<file path="config.mk">
export PLATFORM = sky130hd
export DESIGN_NAME = dca_matrix_store_row_packer
export DESIGN_NICKNAME = d
export VERILOG_FILES = /design/src/rtl/dca_matrix_store_row_packer.sv
export SDC_FILE = /design/constraint.sdc
export NUM_CORES = 1
export LEC_CHECK = 0
export CAP_MARGIN = 20
export CORE_ASPECT_RATIO = 1.25
export CORE_MARGIN = 2
export CORE_UTILIZATION = 24
export CTS_CLUSTER_SIZE = 20
export DETAILED_ROUTE_END_ITERATION = 8
export DONT_BUFFER_PORTS = 1
export PLACE_DENSITY = 0.48
export SETUP_SLACK_MARGIN = 0.05
export SYNTH_ARGS = -nofsm -noshare
export SYNTH_HDL_FRONTEND = slang
export SYNTH_SLANG_ARGS = --single-unit
</file>
<file path="constraint.sdc">
create_clock -name clk -period 12.8 [get_ports clk]
set_input_delay 1.28 -clock clk [delete_from_list [all_inputs] [get_ports clk]]
set_output_delay 1.28 -clock clk [all_outputs]
set_load 0.1 [all_outputs]
</file>
<file path="src/rtl/dca_matrix_store_row_packer.sv">
// dca_matrix_store_row_packer: serializes tensor rows into AXI W-channel beats with strobes and wlast.
// Define DCA_STORE_PACKER_ZERO_FILL_EN to force unstrobed wdata bytes to zero.
module dca_matrix_store_row_packer #(
   parameter int ELEMENT_WIDTH  = 32,
   parameter int ROW_ELEMENTS   = 4,
   parameter int AXI_DATA_WIDTH = 32,
   localparam int ROW_W = ELEMENT_WIDTH * ROW_ELEMENTS,
   localparam int CW    = $clog2(ROW_ELEMENTS),
   localparam int SW    = AXI_DATA_WIDTH / 8
) (
   input  logic                      clk,
   input  logic                      rst,
   input  logic                      cmd_valid,
   output logic                      cmd_ready,
   input  logic [7:0]                cmd_num_rows,
   input  logic [CW-1:0]             cmd_num_cols,
   input  logic                      row_valid,
   output logic                      row_ready,
   input  logic [ROW_W-1:0]          row_data,
   output logic                      wvalid,
   input  logic                      wready,
   output logic [AXI_DATA_WIDTH-1:0] wdata,
   output logic [SW-1:0]             wstrb,
   output logic                      wlast,
   output logic                      busy,
   output logic                      done
);
   localparam int BPR = ROW_W / AXI_DATA_WIDTH;
   localparam int EPB = AXI_DATA_WIDTH / ELEMENT_WIDTH;
   localparam int BW  = BPR > 1 ? $clog2(BPR) : 1;
   localparam int EB  = ELEMENT_WIDTH / 8;
   localparam logic [BW-1:0] LAST_BEAT = BW'(BPR - 1);

   typedef enum logic [1:0] {IDLE, LOAD, SEND} state_t;

   state_t                    state_q, state_d;
   logic [7:0]                rows_q, rows_d, row_cnt_q, row_cnt_d;
   logic [CW-1:0]             cols_q, cols_d;
   logic [BW-1:0]             beat_q, beat_d;
   logic [ROW_W-1:0]          row_reg_q, row_reg_d;
   logic                      done_q, done_d;
   logic                      last_beat, last_row;
   logic [AXI_DATA_WIDTH-1:0] raw;

   assign cmd_ready = state_q == IDLE;
   assign busy      = !cmd_ready;
   assign wvalid    = state_q == SEND;
   assign last_beat = beat_q == LAST_BEAT;
   assign last_row  = row_cnt_q == rows_q;
   assign wlast     = wvalid && last_beat && last_row;
   assign done      = done_q;
   // Early row_ready on the row's final beat lets the next row land with no bubble
   assign row_ready = state_q == LOAD || (wvalid && wready && last_beat && !last_row);
   assign raw       = row_reg_q[int'(beat_q)*AXI_DATA_WIDTH +: AXI_DATA_WIDTH];

   always_comb begin
      wstrb = '0;
      for (int j = 0; j < SW; j++)
         wstrb[j] = wvalid && (int'(beat_q)*EPB + j/EB <= int'(cols_q));
   end

`ifdef DCA_STORE_PACKER_ZERO_FILL_EN
   always_comb begin
      wdata = '0;
      for (int j = 0; j < SW; j++)
         wdata[j*8 +: 8] = wstrb[j] ? raw[j*8 +: 8] : 8'h00;
   end
`else
   assign wdata = raw;
`endif

   always_comb begin
      state_d   = state_q;
      rows_d    = rows_q;
      cols_d    = cols_q;
      row_cnt_d = row_cnt_q;
      beat_d    = beat_q;
      row_reg_d = row_reg_q;
      done_d    = 1'b0;
      case (state_q)
         IDLE: if (cmd_valid) begin
            rows_d    = cmd_num_rows;
            cols_d    = cmd_num_cols;
            row_cnt_d = '0;
            state_d   = LOAD;
         end
         LOAD: if (row_valid) begin
            row_reg_d = row_data;
            beat_d    = '0;
            state_d   = SEND;
         end
         SEND: if (wready) begin
            if (!last_beat) beat_d = beat_q + 1'b1;
            else if (!last_row) begin
               row_cnt_d = row_cnt_q + 8'd1;
               if (row_valid) begin
                  row_reg_d = row_data;
                  beat_d    = '0;
               end else state_d = LOAD;
            end else begin
               state_d = IDLE;
               done_d  = 1'b1;
            end
         end
         default: state_d = IDLE;
      endcase
   end

   always_ff @(posedge clk or posedge rst) begin
      if (rst) begin
         state_q   <= IDLE;
         rows_q    <= '0;
         cols_q    <= '0;
         row_cnt_q <= '0;
         beat_q    <= '0;
         row_reg_q <= '0;
         done_q    <= 1'b0;
      end else begin
         state_q   <= state_d;
         rows_q    <= rows_d;
         cols_q    <= cols_d;
         row_cnt_q <= row_cnt_d;
         beat_q    <= beat_d;
         row_reg_q <= row_reg_d;
         done_q    <= done_d;
      end
   end
endmodule

</file>
; ---- After elaboration in Yosys (flattened, before gate mapping)
; Cells that the tools add are included.
[word_totals]
register_bits = 151
in_bits = 143
out_inout_bits = 42
wordCells = 65
[op_classes]
n_addsub = 2
n_lt_le_gt_ge = 1
n_eq_ne = 11
shift = 1
n_mux = 26
n_reduce_logical = 17
[ops]
columns = op, count
row1 = 128-bit 2-to-1 mux, 4
row2 = 128-bit case mux with 2 select lines, 1
row3 = 128-bit by 8-bit variable part select with 32-bit output, 1
row4 = 8-bit 2-to-1 mux, 4
row5 = 2-bit 2-to-1 mux, 10
row6 = 8-bit case mux with 2 select lines, 1
row7 = 5-bit AND reduction, 2
row8 = "8-bit by 1-bit adder with 8-bit output, second input constant", 1
row9 = 8-bit == test, 1
row10 = 1-bit logical AND, 6
row11 = "2-bit != test, second input constant", 3
row12 = 2-bit case mux with 3 select lines, 1
row13 = "2-bit == test, second input constant", 2
row14 = 1-bit 2-to-1 mux, 4
row15 = "2-bit by 1-bit != test with 1-bit output, second input constant", 2
row16 = 2-bit case mux with 2 select lines, 1
row17 = 4-bit AND reduction, 1
row18 = 2-bit nonzero test, 2
row19 = "3-bit by 2-bit != test with 1-bit output, second input constant", 1
row20 = "3-bit != test, second input constant", 1
row21 = 3-bit AND reduction, 1
row22 = "2-bit by 1-bit adder with 2-bit output, second input constant", 1
row23 = "2-bit by 1-bit == test with 1-bit output, second input constant", 1
row24 = 2-bit less-or-equal comparator, 1
row25 = 4 further kinds, 5

; ---- Depth between registers and ports, before layout
[logic_depth]
depth_word = 5
ltp_mapped = 10
ltp_nobuf = 7

; ---- Least setup slack after synthesis
; No wires, ideal clock.
[synth_timing]
path_kind = reg-to-output
startpoint = register state_q[0]
endpoint = output wstrb[1]
arrival_time_ps = 3577
t_required_ps = 11520
path_slack_ps = 7943
path_stages_with_launch = 7
cell_sequence = dfrtp_1 inv_1 ha_1 inv_1 clkbuf_1 nor2_1 buf_4
[synth_via]
elab_chain_cells = 2
[synth_rtl]
columns = element, line
row1 = start: declaration, 36  ; state_t state_q, state_d;
row2 = start signal: assignment, 119  ; state_q <= state_d;
row3 = 2-bit == test, 47  ; assign wvalid = state_q == SEND;
row4 = net wvalid, 20  ; output logic wvalid,
row5 = 1-bit logical AND, --
row6 = end: declaration, 23  ; output logic [SW-1:0] wstrb,
; The timed path passes the listed nets, and every way through them passes these cells.

; ---- Final worst setup path
[layout_timing]
startpoint = register row_cnt_q[3]
endpoint = output wlast
[layout_via]
elab_chain_cells = 2
[layout_rtl]
columns = element, line
row1 = start: declaration, 37  ; logic [7:0] rows_q, rows_d, row_cnt_q, row_cnt_d;
row2 = start signal: assignment, 122  ; row_cnt_q <= row_cnt_d;
row3 = 8-bit == test, 49  ; assign last_row = row_cnt_q == rows_q;
row4 = 1-bit logical AND, 50  ; assign wlast = wvalid && last_beat && last_row;
row5 = end: declaration, 24  ; output logic wlast,
; No other way between the ends.

==> results.md <==
- Maximum number of pins on one net before global-route repair: 88
- Skew-Pair Late Insertion Delay: 430 ps
- Unrepaired setup endpoints after global routing: no
- Starting density of the core: 24.2%
- Horizontal die dimension: 162 um
- CTS tree: yes
- Path type of the worst setup path: flop to primary output
- Storage element area: 0.00378 mm^2
- Capturing element of the worst setup path: wlast
- Root Buffer Master: sky130_fd_sc_hd__clkbuf_16
- Share of the clock period used by the worst path: 32.6%
- Worst slew pin tran: 1080 ps
- Utilization of the core after routing: 26.9%
- Synth async-reset ratio: 100%
- 1st-iter DRT viols: 174
- CTS buffer count: 17
- Number of remaining DRC errors: 0
- Worst-case reg-to-reg path depth: 8
- Critical path data arrival time: 2890 ps
- Total negative slack: 0 ps
- Initial antenna violation count: 1
- Primary flip-flop cell chosen by synthesis mapping: sky130_fd_sc_hd__dfrtp_1
- Endpoint kind of the worst setup timing path: primary output
- Area growth from synthesis to layout: 11.1%
- Outcome: finished, final reports clean
- Number of flops mapped to enable cells by yosys: 0
- HPWL after detailed placement: 11400 um
- Pre-antenna DRT Iters: 4
- Final Hold Viols: 0
- Area of the die: 0.0325 mm^2
- Diodes inserted: 0
- Count of pins over their slew limit: 0
- Netlist area before placement: 0.00746 mm^2
- Overall die height: 201 um
- Via count normalized by instance count: 4.39
- Overall Global Routing Usage: 10.7%
- Vias: 3826
- Most common library cell in the layout ignoring fill and taps: sky130_fd_sc_hd__dfrtp_1
- Number of setup buffers added after CTS: 0
- Filler cell count in the final layout: 3160
- Count of warnings emitted by yosys: 0
- Synth Instances: 452
- Share of final-layout standard cells stronger than drive strength 1: 42.9%
- Largest fanout on the critical path: 12
- Post-CTS resize count: 0
- Number of distinct library cells after synthesis: 39
- Overflow after GRT: 0
- Worst slew margin: 27.7%
- Final nets: 603
- Launching element of the worst setup path: row_cnt_q[3]
- I/O Pins: 185
- Net count after synthesis: 604
- Max clock buf depth: 2
- R2R Path Start: state_q[0]
- Std cell rows: 72
- Critical register-to-register path endpoint: row_reg_q[20]
- Achievable frequency: 0.240 GHz
- Post-synthesis sequential element count: 151
- Avg WL per Cell: 19.4 um
- First-pass GRT wire length: 26400 um
- CTS Hold Buffers Added: 0
- Average size of a mapped cell: 16.5 um^2
- Seq/Total Area, Yosys: 50.7%
- Multi-input gate area in the final layout: 0.00331 mm^2
- Setup Viol. Count Final: 0
- Number of H-tree levels: 4
- Final wirelength: 16900 um
- Total clock sinks: 151
- Max-Cap Viols: 0
- RD Place Congestion: 0.776
- Worst-path clk slew: 60 ps
- Number of global-route vias before repair: 4309
- Antenna viol nets, final: 0
- Most frequent cells in the layout: sky130_fd_sc_hd__dfrtp_1, sky130_fd_sc_hd__mux2_4, sky130_fd_sc_hd__mux4_2, sky130_fd_sc_hd__mux2_1, sky130_fd_sc_hd__mux2_2
- Core Box Area: 0.0308 mm^2
- Setup skew after layout: 12.2 ps
- Required time of the critical path: 11520 ps
- Time the worst path needs with I/O delays and setup: 4170 ps
- CP startpoint kind: flop
- Worst reg2reg setup slack: 9070 ps
- Worst Hold Class: flop to flop
- Count of input and output buffers: 0
-- cell type report --
type	instances	share of cell area, %
Clock inverter	11	1.22
Multi-Input combinational cell	259	39.9
Tap cell	407	6.15
Timing Repair Buffer	10	1.06
Inverter	12	0.604
Sequential cell	151	45.6
Clock buffer	21	5.44
-- kinds of logic after synthesis --
logic type / synth area share, %
mux: 36.0
flops: 50.7
buf+inv: 5.10
simple gates: 2.63
compound gates: 3.17
fa+ha+maj: 1.51
xor+xnor: 0.940
-- layer usage --
layer	share of wire, %	global-route usage [%]	up-vias
met2	52	18.3	118
met4	1.7	4.11	2
met1	40	12.5	2026
met3	5.9	3.33	14
met5	0.047	0	-
li1	-	-	1666
-- state kept, by name, summed over array words and instances (netlist names) --
signal,count
beat_q,2
rows_q,8
row_cnt_q,8
row_reg_q,128
cols_q,2
done,1
state_q,2
-- worst min path at each step --
stage,slack (ps),end,cells past startpoint,from
global placement,470,row_reg_q[34],1,row_reg_q[34]
finish,490,row_reg_q[33],1,row_reg_q[33]
CTS,490,row_reg_q[33],1,row_reg_q[33]
global route,500,row_reg_q[33],1,row_reg_q[33]
detailed placement,480,row_reg_q[33],1,row_reg_q[33]
floorplan,460,row_reg_q[32],1,row_reg_q[32]
-- worst max-delay path, stage by stage, from the launching register on --
cell                      delay, ps
sky130_fd_sc_hd__dfrtp_1        460
sky130_fd_sc_hd__xor2_1         190
sky130_fd_sc_hd__nor4_2         560
sky130_fd_sc_hd__nand2_2        330
sky130_fd_sc_hd__nor2_2         920
-- per-stage QoR --
stage,cells,setup WS (ps),cell area [um^2],hold slack [ps]
2_1_floorplan,452,7460,7460,459
3_3_place_gp,838,9100,7730,469
3_5_place_dp,838,9020,7730,477
4_1_cts,870,8610,8280,493
5_1_grt,871,8430,8290,497
6_report,871,8630,8290,488
-- cells in the mapped netlist, types with 2 or more instances --
cell type / instances / share of area (%)
sky130_fd_sc_hd__a31oi_1: 2 / 0.17
sky130_fd_sc_hd__mux4_2: 32 / 9.7
sky130_fd_sc_hd__clkbuf_1: 7 / 0.35
sky130_fd_sc_hd__a41oi_1: 3 / 0.35
sky130_fd_sc_hd__mux2i_1: 2 / 0.27
sky130_fd_sc_hd__buf_6: 4 / 0.60
sky130_fd_sc_hd__nor4_2: 2 / 0.34
sky130_fd_sc_hd__nand2_1: 12 / 0.60
sky130_fd_sc_hd__mux2_2: 19 / 2.9
sky130_fd_sc_hd__dfrtp_1: 151 / 51
sky130_fd_sc_hd__ha_1: 9 / 1.5
sky130_fd_sc_hd__buf_12: 11 / 3.0
sky130_fd_sc_hd__mux2_4: 100 / 20
sky130_fd_sc_hd__o21ai_0: 4 / 0.27
sky130_fd_sc_hd__buf_2: 2 / 0.13
sky130_fd_sc_hd__buf_4: 3 / 0.30
sky130_fd_sc_hd__and3_1: 6 / 0.50
sky130_fd_sc_hd__buf_1: 3 / 0.15
sky130_fd_sc_hd__a22o_1: 2 / 0.23
sky130_fd_sc_hd__mux2_1: 20 / 3.0
sky130_fd_sc_hd__nor2_1: 7 / 0.35
sky130_fd_sc_hd__nor3_1: 5 / 0.34
sky130_fd_sc_hd__xor2_1: 8 / 0.94
sky130_fd_sc_hd__a221o_1: 4 / 0.54
sky130_fd_sc_hd__a21oi_1: 8 / 0.54
sky130_fd_sc_hd__inv_1: 12 / 0.60
sky130_fd_sc_hd__nand3_1: 2 / 0.13
Power is left out: the tool's default activity adds up to more than one toggle a clock period on the data nets, which glitch-free logic cannot reach.
